**src/rtl/store_load_ctrl.sv**
```systemverilog
// Store-button front end: synchronizes and debounces btn_st, snapshots the data
// switches and emits one clean st strobe per physical press, counting accepted stores.
module store_load_ctrl #(
  parameter int unsigned DB_CYCLES = 1000000,
  parameter int unsigned CW        = $clog2(DB_CYCLES)
) (
  input  logic       clk,
  input  logic       clr,
  input  logic       btn_st,
  input  logic [3:0] sw,
  output logic [3:0] D,
  output logic       st,
  output logic       busy,
  output logic [7:0] load_cnt
);

  localparam logic [CW-1:0] CNT_LAST = CW'(DB_CYCLES - 1);
  localparam logic [CW-1:0] CNT_ONE  = CW'(1);

  typedef enum logic [2:0] {
    IDLE,
    PRESS_CNT,
    FIRE,
    HELD,
    REL_CNT
  } state_t;

  state_t        state;
  state_t        state_nxt;
  logic [CW-1:0] cnt;
  logic [CW-1:0] cnt_nxt;
  logic          s1;
  logic          s2;
  logic          btn_s;
  logic          load_d;

  assign btn_s = s2;

  // State and debounce counter register
  always_ff @(posedge clk) begin
    if (clr) begin
      state <= IDLE;
      cnt   <= '0;
    end else begin
      state <= state_nxt;
      cnt   <= cnt_nxt;
    end
  end

  // Debounce FSM: the same counter times both the press and the release windows
  always_comb begin
    state_nxt = state;
    cnt_nxt   = cnt;
    load_d    = 1'b0;
    case (state)
      IDLE: begin
        if (btn_s) begin
          state_nxt = PRESS_CNT;
          cnt_nxt   = CNT_ONE;
        end else begin
          cnt_nxt = '0;
        end
      end
      PRESS_CNT: begin
        if (!btn_s) begin
          state_nxt = IDLE;
          cnt_nxt   = '0;
        end else if (cnt == CNT_LAST) begin
          state_nxt = FIRE;
          cnt_nxt   = '0;
          load_d    = 1'b1;
        end else begin
          cnt_nxt = cnt + CNT_ONE;
        end
      end
      FIRE: begin
        state_nxt = HELD;
      end
      HELD: begin
        if (!btn_s) begin
          state_nxt = REL_CNT;
          cnt_nxt   = CNT_ONE;
        end
      end
      REL_CNT: begin
        if (btn_s) begin
          state_nxt = HELD;
          cnt_nxt   = '0;
        end else if (cnt == CNT_LAST) begin
          state_nxt = IDLE;
          cnt_nxt   = '0;
        end else begin
          cnt_nxt = cnt + CNT_ONE;
        end
      end
      default: begin
        state_nxt = IDLE;
        cnt_nxt   = '0;
      end
    endcase
  end

  // Synchronizer, data snapshot and outputs; st/busy track the state register exactly
  always_ff @(posedge clk) begin
    if (clr) begin
      s1       <= 1'b0;
      s2       <= 1'b0;
      D        <= 4'h0;
      st       <= 1'b0;
      busy     <= 1'b0;
      load_cnt <= 8'h00;
    end else begin
      s1   <= btn_st;
      s2   <= s1;
      st   <= (state_nxt == FIRE);
      busy <= (state_nxt != IDLE);
      if (load_d) begin
        D <= sw;
      end
      if (state == FIRE) begin
        load_cnt <= load_cnt + 8'd1;
      end
    end
  end

endmodule

```
**config.mk**
```make
export PLATFORM = sky130hd
export DESIGN_NAME = store_load_ctrl
export DESIGN_NICKNAME = d
export VERILOG_FILES = /design/src/rtl/store_load_ctrl.sv
export SDC_FILE = /design/constraint.sdc
export NUM_CORES = 1
export LEC_CHECK = 0
export BUFFER_PORTS_ARGS = -buffer_cell sky130_fd_sc_hd__buf_2
export CORE_ASPECT_RATIO = 1.25
export CORE_UTILIZATION = 55
export CTS_CLUSTER_DIAMETER = 100
export DETAILED_ROUTE_END_ITERATION = 6
export GPL_TIMING_DRIVEN = 1
export HOLD_SLACK_MARGIN = 0.12
export PLACE_DENSITY = 0.85
export SYNTH_ARGS = -nofsm -noshare
export SYNTH_HDL_FRONTEND = slang
export SYNTH_SLANG_ARGS = --single-unit
```
**constraint.sdc**
```tcl
create_clock -name clk -period 4.2 [get_ports clk]
set_input_delay 0.84 -clock clk [delete_from_list [all_inputs] [get_ports clk]]
set_output_delay 0.84 -clock clk [all_outputs]
set_load 0.02 [all_outputs]
```
# Yosys cells after proc, flatten, opt, wreduce, memory -nomap -nowiden
# Index checks and enable logic that the tools add are counted.
[word_totals]
reg_bits = 39
output_inout_bits = 14
[classes]
add_sub_neg = 2
n_eq_ne = 7
n_mux = 16
bitwise = 1
n_reduce_logical = 3
[ops]
columns = ["op", "n"]
rows = [
  ["one-hot mux 20 bit (5 select lines)", 1],
  ["two-way mux 20 bit", 4],
  ["adder 20 x 1 -> 20 bit, second input constant", 1],
  ["== test 20 bit, second input constant", 1],
  ["two-way mux 3 bit", 6],
  ["one-hot mux 3 bit (5 select lines)", 1],
  ["== test 3 x 2 -> 1 bit, second input constant", 3],
  ["adder 8 x 1 -> 8 bit, second input constant", 1],
  ["two-way mux 1 bit", 4],
  ["== test 3 x 1 -> 1 bit, second input constant", 1],
  ["== test 3 bit, second input constant", 1],
  ["zero test 3 bit", 1],
  ["nonzero test 3 bit", 1],
  ["inequality test 2 bit, second input constant", 1],
  ["AND reduction 2 bit", 1],
  ["inverter 1 bit", 1],
]

# Longest topological paths before layout
# Gate-level depths: netlist of the first run.
[logic_depth]
depth_word = 5
depth_mapped = 7
mapped_depth_nobuf = 5

# Worst setup path before layout of the first run
# Ideal clock, no wire load.
[synth_path]
kind = "input port to flip-flop"
start = "input port clr"
end = "register cnt[10]"
setup_ns = 0.075
arrival_ns = 1.643
t_required_ns = 4.125
path_slack_ns = 2.482
path_stages = 4
path_buffers = 1
cell_sequence = "nor4_2 o31ai_4 buf_6 a22oi_2"
[synth_lines]
columns = ["item", "line", "rtl"]
rows = [
  ["start, declared", "8", "input logic clr,"],
  ["end signal, assigned", "46", "cnt <= cnt_nxt;"],
  ["end, declared", "30", "logic [CW-1:0] cnt;"],
]

# Final worst setup path of the first run
[layout_path]
start = "register cnt[2]"
end = "register cnt[13]"
[layout_between]
elab_chain_len = 4
[layout_lines]
columns = ["item", "line", "rtl"]
rows = [
  ["adder 20 x 1 -> 20 bit / == test 20 bit (equally long branches)", "--", ""],
  ["two-way mux 20 bit (*)", "68, 89", ""],
  ["two-way mux 20 bit (on tied branches)", "86, 65", ""],
  ["one-hot mux 20 bit (5 select lines) (*)", "55", "case (state)"],
]
# Every way passes the cells marked *; elsewhere a longest branch is shown, timed or not.
# A chain may end at the register's enable or synchronous reset.

==> impl_results.md, run 1 <==
- Largest net degree at the start of global routing: 23
- Clock-pin slew on the worst setup and hold paths: 0.08 ns
- Site Rows: 24
- Synth unique cells: 48
- Status: finished clean
- Initial antenna violation count: 0
- MaxCap Viol Count: 0
- Syn avg cell area: 9.29 um2
- Yosys reg bits: 39
- Global Route Usage Sum: 22.7%
- Worst r2r src: cnt[2]$_SDFFE_PP0P_
- H-tree levels: 2
- Final WL: 3990 um
- Slew at the pin with the worst max-slew slack: 1.11 ns
- R2R Path End: cnt[13]$_SDFFE_PP0P_
- Core Region: 3480 um2
- Vias: 1665
- Post-CTS Resized: 0
- P per Cell Area: 316 nW/um2
- Setup bufs post-CTS: 0
- Dpl cells: 263
- P_leak: 0.741 nW
- Worst vdd ir: 0.000279 V
- ANT cells: 0
- Reg2Reg Depth: 4
- Hold path depth: 1
- Asr flop ratio synth: 0%
- # IOs: 21
- Die ar.: 3900 um2
- Most frequent cell after synthesis: dfxtp_1
- Met2 routed WL: 2010 um
- Initial DRC Count: 61
- Synth Cell Area: 2010 um2
- Total CTS buffers: 5
- RSZ-0062 raised after global routing: no
- Detail-routed net length per standard cell: 14.8 um
- Critical Setup Path Class: flop to flop
- Yosys top cell by area: dfxtp_1
- Hold crit path type: flop to flop
- Residual DRC: 0
- Max frequency: 417 MHz
- Fin cells: 270
- R2R setup slack: 1.80 ns
- I/O Buffers: 20
- Clock root cell: clkbuf_8
- Ys flop type: dfxtp_1
- Startpoint Class: flop
- Hold buffer count at CTS: 0
- Post-synth EDFFs: 0
- GRT overflow: 0
- Final setup viols: 0
- Hold Path End: btn_s$_SDFF_PP0_
- Worst-path fanout max: 18
- Final WS setup: 1.80 ns
- Final TNS setup: 0 ns
- Syn_nets: 225
- First-pass GRT wire length: 7030 um
- Placer Congestion: 0.894
- Overall die width: 56.0 um
- DR top layer: met4
- Post-route ant nets: 0
- Clk sinks: 39
- Die Ht: 69.5 um
- Tcrit/Tclk final: 57.1%
- Fin crit period: 2.40 ns
- Cell count after synthesis: 216
- DRT Pass-1 Iters: 4
- Worst path arrival time: 2.53 ns
- Met3 routed WL: 156 um
- Clock Tree Buf Depth: 2
- Via density: 6.17
- Final Max Tran Viols: 0
- Final Hold Violating Endpoints: 0
- Sequential-to-total area share from yosys stat: 38.9%
- Synth warn: 0
- Clock Latency Late Sink: 0.29 ns
- Slew HR: 26.3%
- Yosys top cell area share: 38.9%
- Share of layout cells above drive strength 1: 19.5%
- Post-DP HPWL: 2680 um
- Commonest cells in the netlist: 39 x dfxtp_1, 17 x o21ai_0, 13 x nor2_1
- Setup crit end kind: flop
- Ranking of synthesized cells by area: dfxtp_1 39%, o21ai_0 4.2%, xor2_1 3.9%
- TritonCTS clock tree: done
- Area Overhead vs Synth: 9.10%
- Vias in the first global route: 1583
- Initial cell density of the core: 57.6%
- HP Start: s1$_SDFF_PP0_
- M1 WL: 1730 um
- Nets: 240
- WP data required: 4.33 ns
- Final setup skew: 0.00772 ns
- Pre-CTS WS: 1.82 ns
## power breakdown
group | switching [mW] | leakage, nW | internal [mW] | total [mW]
registers | 0.00287 | 0.315 | 0.372 | 0.375
clock network | 0.125 | 0.0513 | 0.174 | 0.300
logic | 0.0112 | 0.375 | 0.00608 | 0.0173
## layout by cell type (no fill, tap or decap), types with 4 or more instances in the layout
cell type,instances
nand4_1,4
dfxtp_1,39
and3_1,5
nor2_1,13
o211ai_1,4
and4_1,5
nand2_1,9
nor2b_1,4
nand3_1,9
clkbuf_8,5
o21ai_0,17
a21oi_2,7
a22oi_1,7
xnor2_1,6
xor2_1,9
or3_1,9
o2111ai_1,5
a21oi_1,11
buf_2,20
## logic make-up (layout without fill, tap and decap cells)
kind of cell               count (synthesis)  count (layout)  share of synthesized area (%)
adders and majority gates                  2               2                           1.25
AOI/OAI and AO/OA                         66              66                           24.1
DFF                                       39              39                           38.9
and+or+nand+nor                           79              79                           25.2
buffers and inverters                     15              30                           3.99
xor gates and xnor gates                  15              15                           6.55
## area by class of cell
cell class / count / area (um2)
clock buffers: 6 / 72.6
clock inverters: 1 / 30.0
fillers: 301 / 1290
inverters: 3 / 11.3
multi-input cells: 162 / 1150
flip-flops and latches: 39 / 781
well taps: 39 / 48.8
repair buffers: 20 / 100
## per-layer routing
metal	vias to the layer above	global-route usage, %
met2	37	37.7
li1	836	-
met3	10	5.78
met1	782	26.7
met4	0	11.9
met5	-	0
## critical path, stage by stage (launching register included)
cell       delay, ns
dfxtp_1         0.40
and4_1          0.41
nand4_4         0.26
o2111ai_2       0.95
a22oi_1         0.21
## state kept, by name (all words and copies together), names as in the netlist
signal	flops
D	4
btn_s	1
busy	1
cnt	20
load_cnt	8
s1	1
st	1
state	3
## worst max path at each step
stage                              startpoint                    to  slack [ns]  cells past startpoint
after detailed placement  cnt[2]$_SDFFE_PP0P_  cnt[18]$_SDFFE_PP0P_        1.82                      4
after CTS                 cnt[2]$_SDFFE_PP0P_  cnt[18]$_SDFFE_PP0P_        1.83                      4
after floorplan                           clr  cnt[10]$_SDFFE_PP0P_        2.48                      4
final                     cnt[2]$_SDFFE_PP0P_  cnt[13]$_SDFFE_PP0P_        1.80                      4
after global routing      state[0]$_SDFF_PP0_  cnt[14]$_SDFFE_PP0P_        1.59                      4
after global placement                    clr   cnt[9]$_SDFFE_PP0P_        1.88                      4
## metrics by stage
stage	cell area (um2)	power, mW	hold WS, ns	utilization [%]
after floorplan	2010	0.396	0.414	-
after global placement	2090	0.400	0.444	59.9
after detailed placement	2090	0.400	0.445	59.9
after CTS	2190	0.693	0.460	62.9
after global routing	2190	0.710	0.485	62.9
final	2190	0.691	0.460	62.9
Note: power is estimated with default switching activity, not from simulation.
==> inputs of run 2 (changes only) <==
- ABC_AREA: unset -> 1
- clock period: 4.2 -> 2.45 ns (I/O delays scaled with it)
==> impl_results.md, run 2 <==
- Yosys reg bits: 39 (unchanged)
- DR top layer: met4
- Placer Congestion: 0.896 (+0.19%)
- Syn_nets: 306 (+36%)
- Clk sinks: 39 (unchanged)
- Commonest cells in the netlist: 59 x nand2_1, 45 x inv_1, 45 x nor2_1
- Final WL: 4320 um (+8.2%)
- Residual DRC: 0 (unchanged)
- Max frequency: 608 MHz (+46%)
- Tot Pwr: 1.11 mW (+60%)
- Final Hold Violating Endpoints: 0 (unchanged)
- First-pass GRT wire length: 7500 um (+6.7%)
- Critical Setup Path Class: flop to flop
- Global Route Usage Sum: 23.6% (+0.88 points)
- Worst vdd ir: 0.000448 V (+61%)
- Final setup viols: 0 (unchanged)
- Final WS setup: 0.806 ns (-0.998 ns)
- Yosys top cell by area: dfxtp_1
- Nets: 329 (+37%)
- Cell count after synthesis: 297 (+38%)
- Hold crit path type: primary input to flop
- Synth warn: 0 (unchanged)
- Met3 routed WL: 132 um (-15%)
- Initial cell density of the core: 58.4% (+0.83 points)
- Filler instances: 314 (+4.3%)
- DP Area: 2170 um2 (+4.1%)
- Synth unique cells: 32 (-33%)
- Most frequent cells in the layout: 59 x nand2_1, 45 x inv_1, 45 x nor2_1
- Initial antenna violation count: 0 (unchanged)
- Total CTS buffers: 5 (unchanged)
- Ys flop type: dfxtp_1
- RSZ-0062 raised after global routing: no
- Post-synth EDFFs: 0 (unchanged)
- Most common cell after layout, fill and taps aside: nand2_1
- H-tree levels: 2 (unchanged)
- Vias in the first global route: 1840 (+16%)
- Area Overhead vs Synth: 10.1%
- Slew HR: 69.1% (+43 points)
- Startpoint Class: flop
- Sequential-to-total area share from yosys stat: 38.0% (-0.88 points)
- Met2 routed WL: 2250 um (+12%)
- Fin crit period: 1.64 ns (-0.752 ns)
- Initial DRC Count: 68 (+11%)
- I/O Buffers: 20 (unchanged)
- Post-CTS Resized: 0 (unchanged)
- Most flops, register: cnt
- Die ar.: 3980 um2 (+2.2%)
- Post-route ant nets: 0 (unchanged)
- Post-route cell area: 2260 um2 (+3.3%)
- Final Max Tran Viols: 0 (unchanged)
- Max reg flops: 20 (unchanged)
- M1 WL: 1870 um (+8.2%)
- Largest net degree at the start of global routing: 19 (-17%)
- Clock-pin slew on the worst setup and hold paths: 0.08 ns (about the same)
- Tcrit/Tclk final: 67.1% (+10 points)
- Asr flop ratio synth: 0% (unchanged)
- Die Ht: 70.3 um (+1.1%)
- Hold buffer count at CTS: 0 (unchanged)
- Worst path arrival time: 1.83 ns (-0.70 ns)
- MaxCap Viol Count: 0 (unchanged)
- Worst hold margin: 0.392 ns (-0.0677 ns)
- Setup crit end kind: flop
- Clock Tree Buf Depth: 2 (unchanged)
- Yosys top cell area share: 38.0% (-0.88 points)
- Syn avg cell area: 6.91 um2 (-26%)
- Site Rows: 24 (unchanged)
- GRT overflow: 0 (unchanged)
- Vias: 1887 (+13%)
- Via density: 5.24 (-15%)
- Clock root cell: clkbuf_8
- # IOs: 21 (unchanged)
- Overall die width: 56.7 um (+1.1%)
- Synth Cell Area: 2050 um2 (+2.3%)
- Post-DP HPWL: 3210 um (+20%)
- Share of layout cells above drive strength 1: 16.8% (-2.7 points)
- Largest regs: cnt (20), load_cnt (8), D (4)
- TritonCTS clock tree: done
- Pre-CTS WS: 0.817 ns (-1.00 ns)
- DRT Pass-1 Iters: 4 (unchanged)
- Final setup skew: 0.00637 ns (-0.00135 ns)
- Detail-routed net length per standard cell: 12.0 um (-19%)
- Core Region: 3510 um2 (+0.86%)
- P per Cell Area: 490 nW/um2 (+55%)
- ANT cells: 0 (unchanged)
- WP data required: 2.64 ns (-1.69 ns)
- P_leak: 0.962 nW (+30%)
- Final TNS setup: 0 ns (unchanged)
- Status: finished clean
- Clock Latency Late Sink: 0.30 ns (about the same)
- Ranking of synthesized cells by area: dfxtp_1 38%, nand2_1 11%, inv_1 8.2%
- Slew at the pin with the worst max-slew slack: 0.463 ns (-0.643 ns)
- Setup bufs post-CTS: 0 (unchanged)
- Worst-path fanout max: 8 (-10)
- Most frequent cell after synthesis: nand2_1
[run 2: changes by cell type in the layout (fill, tap and decap cells not counted), sizes merged, moves of 9 or more]
| cell | before | now |
|---|---|---|
| nor3 | 2 | 14 |
| inv | 3 | 49 |
| or3 | 9 | 0 |
| nor2 | 13 | 51 |
| nand2 | 10 | 63 |
| nand3 | 9 | 26 |
| a22oi | 10 | 0 |
[run 2: path summary, 6_finish.rpt]
kind                       endpoint  cells past startpoint  slack [ns]                 from
hold reg to reg    btn_s$_SDFF_PP0_                      2        0.41        s1$_SDFF_PP0_
setup reg to reg  D[1]$_SDFFE_PP0P_                      9        0.81  cnt[4]$_SDFFE_PP0P_
setup / recovery  D[1]$_SDFFE_PP0P_                      9        0.81  cnt[4]$_SDFFE_PP0P_
hold / removal        s1$_SDFF_PP0_                      3        0.39               btn_st
[run 2: stage by stage]
step | utilization (%) | std cells
after floorplan | - | 297
after global placement | 61.8 | 352
after detailed placement | 61.8 | 352
after CTS | 64.4 | 360
after global routing | 64.4 | 360
final | 64.4 | 360
[run 2: per-layer routing]
layer / global-route usage, % / up-vias
li1: - / 999
met5: 0 / -
met3: 4.81 / 7
met1: 25.1 / 854
met2: 43.1 / 27
met4: 11.4 / 0
[run 2: area by class of cell]
cell class / count / area [um2] / share of cell area (%)
multi-input cells: 205 / 1060 / 46.7
flip-flops and latches: 39 / 781 / 34.5
clock buffers: 5 / 68.8 / 3.04
well taps: 39 / 48.8 / 2.16
clock inverters: 3 / 20.0 / 0.885
repair buffers: 20 / 100 / 4.43
inverters: 49 / 186 / 8.25
[run 2: logic make-up (layout without fill, tap and decap cells)]
logic type,Yosys count,after routing,synth area share (%)
AOI/OAI and AO/OA,36,36,10.4
xor gates and xnor gates,3,3,1.28
adders and majority gates,2,2,1.22
buffers and inverters,53,77,10.5
DFF,39,39,38.0
and+or+nand+nor,164,164,38.6
[run 2: power by group]
part	internal, mW	switching (mW)
Combinational	0.0101	0.0186
Clock	0.198	0.243
Sequential	0.636	0.00291
Total	0.844	0.264
[run 2: worst max-delay path: stages (launching register included)]
cell and delay [ns]:
dfxtp_1 0.42, nand2_1 0.12, inv_1 0.11, nand2_1 0.07
nor2_2 0.16, nand3_4 0.16, nor2_4 0.18, inv_2 0.08
o21ai_0 0.19, nor2_1 0.06
